$ cat src/rtl/lfsr_seq_checker_sat_counter.sv
// Saturating up-counter with synchronous clear; clear beats a same-cycle increment.
module sat_counter #(
    parameter int unsigned W = 16
) (
    input  logic         clock,
    input  logic         reset,
    input  logic         inc,
    input  logic         clr,
    output logic [W-1:0] count
);

    logic [W-1:0] count_q;
    logic [W-1:0] count_d;

    always_comb begin
        count_d = count_q;
        if (clr)                       count_d = '0;
        else if (inc && count_q != '1) count_d = count_q + W'(1);
    end

    always_ff @(posedge clock) begin
        if (reset) count_q <= '0;
        else       count_q <= count_d;
    end

    assign count = count_q;

endmodule

$ cat config.mk
export PLATFORM = sky130hd
export DESIGN_NAME = sat_counter
export DESIGN_NICKNAME = d
export VERILOG_FILES = /design/src/rtl/lfsr_seq_checker_sat_counter.sv
export SDC_FILE = /design/constraint.sdc
export NUM_CORES = 1
export LEC_CHECK = 0
export ABC_CLOCK_PERIOD_IN_PS = 1650
export BUFFER_PORTS_ARGS = -buffer_cell sky130_fd_sc_hd__clkbuf_2
export CORE_MARGIN = 2
export CORE_UTILIZATION = 52
export CTS_BUF_LIST = sky130_fd_sc_hd__clkbuf_16
export DETAILED_ROUTE_END_ITERATION = 7
export PLACE_DENSITY = 0.77
export SYNTH_ARGS = -nofsm -noshare
export SYNTH_HDL_FRONTEND = slang
export SYNTH_SLANG_ARGS = --single-unit
$ cat constraint.sdc
create_clock -name clock -period 1.65 [get_ports clock]
set_input_delay 0.33 -clock clock [delete_from_list [all_inputs] [get_ports clock]]
set_output_delay 0.33 -clock clock [all_outputs]
set_load 0.05 [all_outputs]
==> results of run 1 <==
## tightest hold or removal path, stage by stage
cell	delay [ps]
clkbuf_2	130
or3_1	110
mux2i_1	60
## placed cells by master (no fill, tap or decap), types with 4 or more instances in the layout
master / n
clkbuf_2: 19
nand2_1: 13
dfxtp_1: 12
buf_4: 8
a21oi_1: 6
mux2i_1: 6
nand3_1: 5
o21ai_0: 4
a31oi_1: 4
or3_1: 4
dfxtp_2: 4
## power breakdown
part	switching (mW)	total, mW	leakage (nW)	internal (mW)
registers	0.00212	0.391	0.131	0.389
clock network	0.152	0.474	0.0385	0.322
logic	0.0229	0.0357	0.303	0.0129
total	0.177	0.901	0.472	0.724
## final cells by class
class | count | area [um^2]
fill | 154 | 553.0
multi-input combinational | 80 | 551.8
sequential | 16 | 325.3
timing repair buffer | 27 | 155.1
clock buffer | 3 | 75.07
tap | 17 | 21.27
clock inverter | 1 | 3.754
inverter | 1 | 3.754
## worst max path at each step
stage	cells past startpoint	slack (ps)	endpoint	from
CTS	5	100	count[12]	count[0]
detailed placement	5	120	count[12]	count[0]
global route	5	9	count[12]	count[0]
finish	5	150	count[12]	count[0]
floorplan	4	3	count[9]	count[4]
global placement	5	200	count[12]	count[0]
## through the flow
step | utilization | instance area (um^2) | std cells | setup WS (ps)
floorplan | - | 922.1 | 102 | 3.177
global placement | 0.6252 | 1056 | 141 | 202.6
detailed placement | 0.6252 | 1056 | 141 | 116.5
CTS | 0.6719 | 1135 | 145 | 102.3
global route | 0.6726 | 1136 | 145 | 9.375
finish | 0.6726 | 1136 | 145 | 147.4
## cell families after synthesis
logic type,count (synthesis),synth area share
AND/OR/NAND/NOR,46,0.3151
AO/OA/AOI/OAI,27,0.2060
flip-flops,16,0.3493
buffers and inverters,6,0.05047
multiplexers,6,0.06549
adder cells (fa/ha/maj),1,0.01364
## routing by layer
metal  vias to the layer above  share of wire  global-route usage
li1                        446              -                   -
met1                       400           0.47              0.2926
met2                        21           0.46              0.3222
met3                         5          0.047             0.06746
met4                         0          0.022              0.1371
met5                         -              0                   0
==> flow_metrics.py, run 1 <==
metrics = {
    "cells_and_area": {
        "antenna_cells": 0,
        "largest_reg_flops": 16,
        "drive_gt1_frac": 0.3672,
        "final_nets": 134,
        "areaGrowthSynthToFinish_pct": 23.87,
    },
    "job": {
        "drv_cap": 0,
    },
    "clocking": {
        "cts_buffers": 3,
        "postCtsSetupBuffers": 0,
        "cts_buffer_depth": 2,
        "cts_resized": 0,
        "clockRootBuffer": "clkbuf_16",
        "clk_latency_ps": 250,
        "cts_tree": "done",
        "clock_sinks": 16,
        "clk_pin_slew_ps": 50,
        "cts_hold_buf": 0,
        "htreeDepth": 1,
    },
    "floorplan": {
        "die_h_um": 46.00,
        "initial_core_util": 0.5430,
        "io_pins": 20,
        "die-area_um2": 2116,
        "core_area_um2": 1689,
        "die_w_um": 46.00,
        "rows": 15,
    },
    "detailed_routing": {
        "drt_wl_total_um": 2029,
        "route.detailed.drc": 0,
        "drt-pass1-iter-count": 4,
        "num_vias": 872,
        "ant_nets": 0,
        "wl_per_cell_um": 13.99,
        "drt_iter0_markers": 17,
        "via_per_inst": 6.014,
    },
    "power": {
        "power.density_nw_per_um2": 793.1,
        "total_power_uw": 901.0,
        "peakVddDrop_uv": 496.0,
        "leakagePower_nw": 0.4724,
    },
    "grt": {
        "grt_first_pass_wirelength_um": 3387,
        "grt-ovfl-total": 0,
        "grt_pass1_vias": 787,
        "grt_antenna_before_repair": 0,
        "gr-usage-all-layers": 0.2252,
        "grt_max_degree": 13,
    },
    "critical_path": {
        "worst_path_dominant_cell_family": "simple AND/OR/NAND/NOR gates",
        "crit_chain": "ha_1 -> and4_4 -> and3_2 -> a31oi_1 -> a311oi_1",
        "path_max_fanout": 6,
        "crit_required_ps": 1800,
        "r2r_cells": 5,
        "slowest_delay_ps": 360,
        "cp_data_arrival_time_ps": 1660,
        "cp_slowest_cell": "dfxtp_2",
        "cp-end-kind": "flop",
        "r2r_end": "count[12]",
        "r2r_setup_slack_ps": 150,
        "reg2reg_from": "count[0]",
        "cp_num_buf_inv": 0,
        "start_kind": "flop",
        "crit_type": "flop to flop",
    },
    "timing": {
        "drv_slew": 0,
        "fin_crit_sh": 0.9107,
        "relSlewSlack": 0.7607,
        "hold_viol": 0,
        "rsz0062_at_grt": "no",
        "fmax_ghz": 0.6655,
        "clock-skew-final_ps": 4.326,
        "hold_ws_ps": 419.2,
        "setup_viol": 0,
        "fin_crit_ps": 1503,
        "tightestPinTransition_ps": 355.8,
        "setup_tns_ps": 0,
    },
    "logic_synthesis": {
        "synth-edff-count": 0,
        "synth_common_cells": "dfxtp_1 (16), nand2_1 (13), a21oi_1 (6), mux2i_1 (6), nand3_1 (5)",
        "synth-seq-cells": 16,
        "syn_area_um2": 917.1,
        "async_flop_share": 0,
        "synth_top_area_cell": "dfxtp_1",
        "synthCells": 102,
        "synth_nets": 107,
        "synth-seq-area-share": 0.3492,
        "yosysWarningCount": 0,
        "avgSynthCellArea_um2": 8.991,
        "synth_ff_type": "dfxtp_1",
        "synthTopCellsByArea": "dfxtp_1 (35%), mux2i_1 (6.5%), nand2_1 (5.3%)",
        "yosysMostFrequentCell": "dfxtp_1",
        "synth_cell_types": 36,
        "synth_top_area_share": 0.3492,
    },
    "hold_path": {
        "min_to": "count[0]",
        "hold_path_class": "primary input to flop",
        "min_from": "reset",
        "holdPathStages": 3,
    },
    "place": {
        "gp_congestion": 0.8162,
        "portBuffers": 19,
        "post-dp-hpwl_um": 1529,
    },
    "status": {
        "status": "completed",
    },
}
Note: power is estimated with default switching activity, not from simulation.
==> inputs of run 2 (changes only) <==
--- a/config.mk
+++ b/config.mk
@@ -8,10 +8,11 @@
 export ABC_CLOCK_PERIOD_IN_PS = 1650
 export BUFFER_PORTS_ARGS = -buffer_cell sky130_fd_sc_hd__clkbuf_2
 export CORE_MARGIN = 2
-export CORE_UTILIZATION = 52
+export CORE_UTILIZATION = 50
 export CTS_BUF_LIST = sky130_fd_sc_hd__clkbuf_16
 export DETAILED_ROUTE_END_ITERATION = 7
-export PLACE_DENSITY = 0.77
+export PLACE_DENSITY = 0.74
+export SETUP_SLACK_MARGIN = 0.1
 export SYNTH_ARGS = -nofsm -noshare
 export SYNTH_HDL_FRONTEND = slang
 export SYNTH_SLANG_ARGS = --single-unit
==> flow_metrics.py, run 2 (same netlist as run 1, synthesis figures left out) <==
metrics = {
    "hold_path": {
        "holdPathStages": 3,
        "hold_path_class": "primary input to flop",
        "min_from": "reset",
        "min_to": "count[0]",
    },
    "timing": {
        "tightestPinTransition_ps": 447.7,
        "drv_slew": 0,
        "clock-skew-final_ps": 5.200,
        "setup_viol": 0,
        "setup_tns_ps": 0,
        "hold_viol": 0,
        "relSlewSlack": 0.6989,
        "fin_crit_ps": 1501,
        "fin_crit_sh": 0.9099,
        "fmax_ghz": 0.6661,
        "rsz0062_at_grt": "yes",
    },
    "clocking": {
        "clockRootBuffer": "clkbuf_16",
        "clock_sinks": 16,
        "cts_buffer_depth": 2,
        "cts_tree": "done",
        "clk_latency_ps": 250,
        "clk_pin_slew_ps": 50,
        "cts_buffers": 3,
        "cts_hold_buf": 0,
        "htreeDepth": 1,
    },
    "detailed_routing": {
        "route.detailed.drc": 0,
        "wl_per_cell_um": 13.53,
        "ant_nets": 0,
        "drt-pass1-iter-count": 4,
        "via_per_inst": 5.793,
        "drt_iter0_markers": 22,
        "drt_wl_total_um": 2030,
        "num_vias": 869,
    },
    "cells_and_area": {
        "antenna_cells": 0,
        "regArea_um2": 344.1,
        "multi_input_area_um2": 554.3,
        "largest_reg_flops": 16,
        "final_cell_mix": "clkbuf_2 (19), nand2_1 (13), dfxtp_2 (13)",
        "final_nets": 131,
        "drive_gt1_frac": 0.4480,
        "fin_area_um2": 1145,
        "areaGrowthSynthToFinish_pct": 24.83,
        "final_cell_count_no_fill": 150,
        "layout_commonest_cell": "clkbuf_2",
        "nFillCells": 146,
    },
    "floorplan": {
        "initial_core_util": 0.5312,
        "core_area_um2": 1727,
        "die_h_um": 46.83,
        "die_w_um": 46.83,
        "io_pins": 20,
        "rows": 15,
        "die-area_um2": 2193,
    },
    "grt": {
        "grt-ovfl-total": 0,
        "grt_max_degree": 12,
        "grt_antenna_before_repair": 0,
        "grt_first_pass_wirelength_um": 3180,
        "grt_pass1_vias": 702,
        "gr-usage-all-layers": 0.2047,
    },
    "critical_path": {
        "cp_num_buf_inv": 0,
        "path_max_fanout": 6,
        "critPathLaunch": "count[0]",
        "slowest_delay_ps": 370,
        "crit_chain": "ha_2 -> and4_4 -> nand3_1 -> or3_1 -> a21oi_1",
        "r2r_end": "count[10]",
        "reg2reg_from": "count[0]",
        "crit_type": "flop to flop",
        "cp_slowest_cell": "dfxtp_4",
        "cp_data_arrival_time_ps": 1680,
        "crit_required_ps": 1830,
        "r2r_cells": 5,
        "worst_path_dominant_cell_family": "simple AND/OR/NAND/NOR gates",
        "r2r_setup_slack_ps": 150,
        "start_kind": "flop",
        "cp-end-kind": "flop",
    },
    "job": {
        "drv_cap": 0,
    },
    "place": {
        "portBuffers": 19,
        "dp_cells": 144,
        "post-dp-hpwl_um": 1442,
        "post_dp_cell_area_um2": 1047,
        "gp_congestion": 0.7866,
    },
    "power": {
        "peakVddDrop_uv": 505.0,
        "leakagePower_nw": 0.4629,
        "power.density_nw_per_um2": 788.4,
    },
    "status": {
        "status": "completed",
    },
}
-- run 2: how the worst max path moves through the flow --
stage	to	depth (start not counted)	slack, ps
finish	count[10]	5	150
global route	count[10]	5	70
CTS	count[12]	5	120
detailed placement	count[12]	5	140
global placement	count[12]	5	150
floorplan	count[15]	5	110
-- run 2: per-layer routing --
metal	track usage	wire, um	part of all wire
met3	0.03462	69	0.034
met4	0.1000	34	0.017
met2	0.2822	912	0.45
met1	0.3047	1014	0.50
met5	0	0	0
-- run 2: timing repair --
| item | CTS | global route |
|---|---|---|
| buffers inserted | 0 | 2 |
| resized for setup | 0 | 2 |
| endpoints found under the setup margin | 0 | 7 |
| hold endpoints to repair | 0 | 0 |
-- run 2: stage by stage --
stage               power (mW)  utilization  setup slack (ps)  hold WS [ps]
floorplan               0.4193            -             113.3         498.8
global placement        0.4335       0.6065             153.3         465.8
detailed placement      0.4340       0.6065             139.9         474.3
CTS                     0.9088       0.6522             121.1         420.3
global route            0.9328       0.6630             72.66         449.9
finish                  0.9026       0.6630             148.7         415.6
-- run 2: final cells by class --
type / count / share of cell area
Clock buffer: 3 / 0.06557
Sequential cell: 16 / 0.3005
Multi-Input combinational cell: 80 / 0.4842
Inverter: 1 / 0.003279
Timing Repair Buffer: 24 / 0.1158
Tap cell: 25 / 0.02732
Clock inverter: 1 / 0.003279
-- run 2: worst register-to-register path, cell delays in order (launching register included) --
cell,delay (ps)
dfxtp_4,370
ha_2,190
and4_4,250
nand3_1,110
or3_1,360
a21oi_1,140
-- run 2: where the power goes --
| part | total [mW] | switching (mW) | internal [mW] |
|---|---|---|---|
| sequential | 0.389 | 0.00237 | 0.387 |
| combinational | 0.0377 | 0.0233 | 0.0144 |
| clock | 0.476 | 0.155 | 0.321 |
| total | 0.903 | 0.180 | 0.722 |
